**src/rtl/i2s_tx.sv**
```systemverilog
// I2S transmitter: one-entry sample buffer, clk24-derived BCLK/LRCLK, same sample in both slots.
// Define I2S_TX_LJ_EN for left-justified framing (no 1-bit delay); default is standard I2S.
module i2s_tx #(
  parameter int BCLK_DIV = 4
) (
  input  logic        clk24,
  input  logic        rst,
  input  logic [15:0] in_data,
  input  logic        in_valid,
  output logic        in_ready,
  input  logic        underrun_clr,
  output logic        underrun,
  output logic        frame_start,
  output logic        i2s_bclk,
  output logic        i2s_lrclk,
  output logic        i2s_sdata
);

  localparam int DIV_W = (BCLK_DIV > 1) ? $clog2(BCLK_DIV) : 1;
  localparam logic [DIV_W-1:0] DIV_LAST = DIV_W'(BCLK_DIV - 1);

  logic [DIV_W-1:0] div_cnt_q, div_cnt_d;
  logic             bclk_q, bclk_d;
  logic [5:0]       bit_cnt_q, bit_cnt_d;
  logic             lrclk_q, lrclk_d;
  logic             sdata_q, sdata_d;
  logic             full_q, full_d;
  logic [15:0]      buf_q, buf_d;
  logic [15:0]      cur_q, cur_d;
  logic             underrun_q, underrun_d;

  logic             wrap;
  logic             fall_evt;
  logic             load;
  logic             accept;
  logic [4:0]       slot_k;
  logic             ser_bit;

  // Handshake: in_ready is simply !full. A transfer happens on any rising edge
  // where in_valid & in_ready; the producer must hold in_data while in_valid=1
  // and in_ready=0. In the load cycle with the buffer empty, a valid sample
  // bypasses the buffer straight into cur_sample.
  assign in_ready    = ~full_q;
  assign accept      = in_valid & ~full_q;

  assign wrap        = (div_cnt_q == DIV_LAST);
  assign fall_evt    = wrap & bclk_q;
  assign load        = fall_evt & (bit_cnt_q == 6'd63);

  assign frame_start = load;
  assign underrun    = underrun_q;
  assign i2s_bclk    = bclk_q;
  assign i2s_lrclk   = lrclk_q;
  assign i2s_sdata   = sdata_q;

  always_comb begin
    div_cnt_d = wrap ? '0 : div_cnt_q + DIV_W'(1);
    bclk_d    = wrap ? ~bclk_q : bclk_q;
    bit_cnt_d = fall_evt ? bit_cnt_q + 6'd1 : bit_cnt_q;
  end

  always_comb begin
    full_d     = full_q;
    buf_d      = buf_q;
    cur_d      = cur_q;
    underrun_d = underrun_q;
    if (underrun_clr) begin
      underrun_d = 1'b0;
    end
    if (load) begin
      if (full_q) begin
        cur_d  = buf_q;
        full_d = 1'b0;
      end else if (in_valid) begin
        cur_d = in_data;
      end else begin
        // Set has priority over a coincident clear.
        underrun_d = 1'b1;
      end
    end else if (accept) begin
      buf_d  = in_data;
      full_d = 1'b1;
    end
  end

  // Slot bits come from the post-increment bit count and the post-load sample,
  // so the first data bit of a frame already carries the freshly loaded value.
  always_comb begin
    slot_k  = bit_cnt_d[4:0];
    ser_bit = 1'b0;
`ifdef I2S_TX_LJ_EN
    if (slot_k <= 5'd15) begin
      ser_bit = cur_d[4'(5'd15 - slot_k)];
    end
`else
    if ((slot_k >= 5'd1) && (slot_k <= 5'd16)) begin
      ser_bit = cur_d[4'(5'd16 - slot_k)];
    end
`endif
    lrclk_d = fall_evt ? bit_cnt_d[5] : lrclk_q;
    sdata_d = fall_evt ? ser_bit : sdata_q;
  end

  always_ff @(posedge clk24 or posedge rst) begin
    if (rst) begin
      div_cnt_q  <= '0;
      bclk_q     <= 1'b0;
      bit_cnt_q  <= 6'd63;
      lrclk_q    <= 1'b1;
      sdata_q    <= 1'b0;
      full_q     <= 1'b0;
      buf_q      <= 16'h0000;
      cur_q      <= 16'h0000;
      underrun_q <= 1'b0;
    end else begin
      div_cnt_q  <= div_cnt_d;
      bclk_q     <= bclk_d;
      bit_cnt_q  <= bit_cnt_d;
      lrclk_q    <= lrclk_d;
      sdata_q    <= sdata_d;
      full_q     <= full_d;
      buf_q      <= buf_d;
      cur_q      <= cur_d;
      underrun_q <= underrun_d;
    end
  end

endmodule

```
**config.mk**
```make
export PLATFORM = sky130hd
export DESIGN_NAME = i2s_tx
export DESIGN_NICKNAME = d
export VERILOG_FILES = /design/src/rtl/i2s_tx.sv
export SDC_FILE = /design/constraint.sdc
export NUM_CORES = 1
export LEC_CHECK = 0
export ABC_AREA = 1
export CAP_MARGIN = 10
export CORE_MARGIN = 2
export CORE_UTILIZATION = 57
export CTS_CLUSTER_SIZE = 24
export DETAILED_ROUTE_END_ITERATION = 10
export PLACE_DENSITY = 0.8
export SETUP_SLACK_MARGIN = 0.4
export SLEW_MARGIN = 20
export SYNTH_ARGS = -nofsm -noshare
export SYNTH_HDL_FRONTEND = slang
export SYNTH_SLANG_ARGS = --single-unit
```
**constraint.sdc**
```tcl
create_clock -name clk24 -period 2.6 [get_ports clk24]
set_input_delay 0.78 -clock clk24 [delete_from_list [all_inputs] [get_ports clk24]]
set_output_delay 0.78 -clock clk24 [all_outputs]
set_load 0.05 [all_outputs]
```
== Word-level counts from Yosys, hierarchy flattened ==
Cells that the tools add are included.

* Reductions and logical operators: 3
* Bitwise operators: 6
* $lt $le $gt $ge: 3
* Add/sub/neg operators: 3
* Equal/unequal tests: 2
* Multiplexer cells: 14

{| class="wikitable"
|+ Operators with widths
! kind !! number
|-
| $mux 16 || 3
|-
| $mux 1 || 8
|-
| $add 6x1->6 const B || 1
|-
| $eq 6x6->1 const B || 1
|-
| $mux 6 || 1
|-
| $ge 5x1->1 const B || 1
|-
| $le 5x5->1 const B || 1
|-
| $lt 4x5->1 const B || 1
|-
| $bmux 1 s4 || 1
|-
| $sub 1x4->4 const A || 1
|-
| $and 1x1->1 || 3
|-
| $not 1->1 || 3
|-
| $add 2x1->2 const B || 1
|-
| $eq 2x2->1 const B || 1
|-
| $mux 2 || 1
|-
| $reduce_and 2->1 || 1
|-
| $reduce_bool 2->1 || 1
|-
| $logic_and 1x1->1 || 1
|}

* Logic and storage cells: 40
* Output and inout bits: 6
* Bits of input ports: 20
* Flip-flop bits (word level): 45

== Depth between registers and ports, before layout ==
* Depth in word-level cells: 7
* Mapped depth: 13
* Depth with buffers taken out: 13

== Least setup slack after synthesis ==
OpenSTA, ideal clock, no wires.

* Path type: reg2out
* Start point: register bclk_q, in the netlist i2s_bclk
* End point: output port frame_start
* Stages on the path, launching flop included: 4
* Arrival time: 1.363 ns
* Buffers on the path: 1
* Data required time: 1.820 ns
* Slack: 0.457 ns
* Path through: dfrtp_1 -> nand2_4 -> nor3_4 -> buf_6

* Cells in the longest elaborated chain, start to end: 2

{| class="wikitable"
|+ Ends and longest elaborated chain
! element !! RTL line !! text
|-
| from (decl) || 23 || <nowiki>logic bclk_q, bclk_d;</nowiki>
|-
| from (signal assigned) || 117 || <nowiki>bclk_q <= bclk_d;</nowiki>
|-
| $and 1x1->1 || 47 || <nowiki>assign fall_evt = wrap & bclk_q;</nowiki>
|-
| $and 1x1->1 || 48 || <nowiki>assign load = fall_evt & (bit_cnt_q == 6'd63);</nowiki>
|-
| to (decl) || 13 || <nowiki>output logic frame_start,</nowiki>
|}

Every way passes these cells.

== Final worst setup path ==
* Start point: register bit_cnt_q[1]
* End point: output port frame_start

* Cells in the longest elaborated chain, start to end: 2

{| class="wikitable"
|+ Ends and longest elaborated chain
! element !! RTL line !! text
|-
| from (decl) || 24 || <nowiki>logic [5:0] bit_cnt_q, bit_cnt_d;</nowiki>
|-
| from (signal assigned) || 118 || <nowiki>bit_cnt_q <= bit_cnt_d;</nowiki>
|-
| $eq 6x6->1 || 48 ||
|-
| $and 1x1->1 || 48 ||
|}

Every way passes these cells.

==> flow_summary.ini <==
[worst_setup_path]
crit_path_end_kind = primary output
required_ns = 1.82
path_cells = ha_4, nand3_2, nor3_4, buf_12
ff2ff_path_depth = 11
critPathMaxFanout = 3
critical-path-top-delay-family = flip-flops
critPathLaunchType = register
slowest_delay_ns = 0.58
critPathBufInv = 1
worstSetupStartpoint = bit_cnt_q[1]$_DFF_PP1_
rr_startpoint = div_cnt_q[0]$_DFF_PP0_
rr_endpoint = i2s_sdata$_DFFE_PP0N_
r2r_setup_slack_ns = 0.56
crit_end = frame_start
crit_type = reg -> out
path_depth = 4
crit_arrival_ns = 1.56
cpMaxStageDelayCell = dfstp_2

[power_and_ir_drop]
clkPwrFrac_pct = 42.0
switching_share_pct = 20.99
powerDensity_mw_per_mm2 = 486.2
p_int_mw = 1.173
p_comb_share_pct = 8.1
ir_worst_vdd_mv = 0.2996
p_leak_nw = 1.551
seqPwrFrac_pct = 49.9
p_switching_uw = 311.6

[floorplan]
start_util_pct = 58.97
io_pins = 26
coreArea_mm2 = 0.004324
row_count = 24
die_w_um = 70.89
die_h_um = 70.89
fp.dieArea_mm2 = 0.005025

[job]
drv_cap = 0

[grt]
grt_pass1_wl_um = 9177
grt_pass1_vias = 1988
antenna_found_initial = 0
grt-ovfl-total = 0
track_usage_pct = 23.11
grt_max_degree = 29

[synthesis]
synth_seq_area_share_pct = 44.50
synth_area_mm2 = 0.002550
synth_most_common_cell = nand2_1
syn_inst = 330
synth_cell_types = 29
synth_area_leaders = dfrtp_1 (37%), nand2_1 (15%), nand3_1 (9.8%)
synth_top_area_share_pct = 37.29
yosys.area.top_type = dfrtp_1
syn_nets = 354
yosysWarnings = 0
synth_ff_type = dfrtp_1
avgSynthCellArea_um2 = 7.727
synth_common_cells = nand2_1 (105), nand3_1 (50), dfrtp_1 (38)
synth_seq_cells = 45
ys_async_sr_fraction_pct = 100.0
synth_edf_count = 0

[cts]
cts_tree = done
insertion_delay_ns = 0.30
cts_made_buffers = 5
cts_num_sinks = 45
root_buffer = clkbuf_8
clk_pin_slew_ns = 0.09
clockBufferDepth = 2
hold_buffers = 0
htree_levels = 2

[layout]
nFillCells = 346
drive_gt1_share_pct = 12.50
syn_to_final_growth_pct = 19.73
antenna_cells = 0
num-nets-final = 383

[routing]
m1WireLength_um = 2335
met2RoutedLength_um = 2614
wl_per_cell_um = 12.95
drt_first_pass_iters = 4
dr_wl_met3_um = 327
drt_iter0_markers = 139
vias_per_cell = 5.189
drcViolationCount = 0
vias = 2138
top_layer_used = met4
wl_um = 5337
ant_nets = 0

[place]
place.detailed.hpwl_um = 3699
globalplace.congestion = 0.7988
io_buffers = 25
place_ws_ns = 0.2274

[sta]
fin_tns_setup_ns = 0
fin_crit_ns = 2.339
setup_viol = 0
clock_skew_ns = 0.003744
worst_pin_slew_ns = 0.4949
rsz0062_at_grt = yes
holdWs_ns = 0.4383
post-route-period-util_pct = 89.98
slew_headroom_pct = 67.14
worst_slack_ns = 0.2606
drv_slew = 0
fmax_mhz = 427.5
hold_viol_final = 0

[run_status]
outcome = completed

[worst_hold_path]
hold_path.class = reg -> reg
## layer usage
metal,global-route usage (%),vias up
met3,3.989,7
li1,-,1091
met1,32.25,983
met5,0,-
met2,37.38,57
met4,6.709,0
## kinds of logic (layout without fill, tap and decap cells)
| family | Yosys count | in the layout | synth area share, % |
|---|---|---|---|
| simple gates | 198 | 198 | 35.53 |
| buf+inv | 54 | 84 | 8.881 |
| flops | 45 | 45 | 44.50 |
| compound gates | 14 | 14 | 2.797 |
| mux | 9 | 9 | 3.975 |
| xor+xnor | 6 | 6 | 2.355 |
| fa+ha+maj | 4 | 4 | 1.963 |
## area by class of cell
cell class | instances | area [um^2] | area share, %
multi-input combinational | 231 | 1216 | 39.84
sequential | 45 | 1135 | 37.17
timing repair buffer | 34 | 342.8 | 11.23
inverter | 42 | 160.2 | 5.246
clock buffer | 5 | 68.82 | 2.254
clock inverter | 3 | 65.06 | 2.131
tap | 52 | 65.06 | 2.131
## power groups by stage
stage / registers [mW] / clock network, mW / logic, mW
4_1_cts: 0.741 / 0.632 / 0.122
5_1_grt: 0.744 / 0.665 / 0.137
2_1_floorplan: 0.750 / 0 / 0.0684
6_report: 0.741 / 0.623 / 0.120
3_3_place_gp: 0.753 / 0 / 0.118
3_5_place_dp: 0.754 / 0 / 0.121
## worst min path at each step
stage                             endpoint  cells after the start                    from  slack [ns]
CTS                 div_cnt_q[0]$_DFF_PP0_                      1  div_cnt_q[0]$_DFF_PP0_        0.44
floorplan           div_cnt_q[0]$_DFF_PP0_                      1  div_cnt_q[0]$_DFF_PP0_        0.41
global route        div_cnt_q[0]$_DFF_PP0_                      1  div_cnt_q[0]$_DFF_PP0_        0.47
finish              div_cnt_q[0]$_DFF_PP0_                      1  div_cnt_q[0]$_DFF_PP0_        0.44
detailed placement  div_cnt_q[0]$_DFF_PP0_                      1  div_cnt_q[0]$_DFF_PP0_        0.42
global placement    div_cnt_q[0]$_DFF_PP0_                      1  div_cnt_q[0]$_DFF_PP0_        0.42
## sequential cells by signal, indices dropped and copies added, names as in the netlist, 2 cells and up
name	cells
cur_q	16
buf_q	16
bit_cnt_q	6
div_cnt_q	2
## cells in the final DEF (no fill, tap or decap), drive strengths merged
| master | netlist | final |
|---|---|---|
| mux2 | 9 | 9 |
| nand2 | 108 | 108 |
| a21oi | 6 | 6 |
| clkbuf | 0 | 5 |
| xor2 | 6 | 6 |
| clkinv | 0 | 2 |
| nor3 | 2 | 2 |
| inv | 42 | 41 |
| ha | 4 | 4 |
| bufinv | 0 | 2 |
| clkdlybuf4s50 | 0 | 18 |
| o21ai | 7 | 7 |
| dlygate4sd2 | 0 | 4 |
| or2 | 6 | 6 |
| nor2 | 13 | 13 |
| and2 | 16 | 16 |
| dfstp | 7 | 7 |
| o22ai | 1 | 1 |
| dlymetal6s2s | 0 | 1 |
| nand4 | 1 | 1 |
| nand3 | 50 | 50 |
| nand3b | 1 | 1 |
| buf | 12 | 11 |
| dfrtp | 38 | 38 |
| nor4 | 1 | 1 |
## repair_timing
item	4_1_cts	5_1_grt
pin swaps	1	1
resized for setup	8	6
setup buffers	0	1
setup endpoints to repair	6	2
## per-stage QoR
| stage | instances | util [%] | cell area (um^2) | total power, mW |
|---|---|---|---|---|
| after detailed placement | 403 | 66.52 | 2877 | 0.8752 |
| after global placement | 403 | 66.52 | 2877 | 0.8705 |
| after global routing | 412 | 70.60 | 3053 | 1.546 |
| final | 412 | 70.60 | 3053 | 1.484 |
| after CTS | 411 | 69.97 | 3025 | 1.495 |
| after floorplan | 330 | - | 2550 | 0.8183 |
## worst reg2reg max path: stages, from the launching register on
cell and delay (ns):
dfrtp_1 0.39, ha_2 0.21, nand2_4 0.15, xor2_2 0.19, inv_2 0.12, ha_1 0.39, inv_2 0.11, nand3_1 0.10
nand3_1 0.08, nand3_1 0.07, nand3_1 0.08, nand2_1 0.05
(Power assumes the default switching activity.)
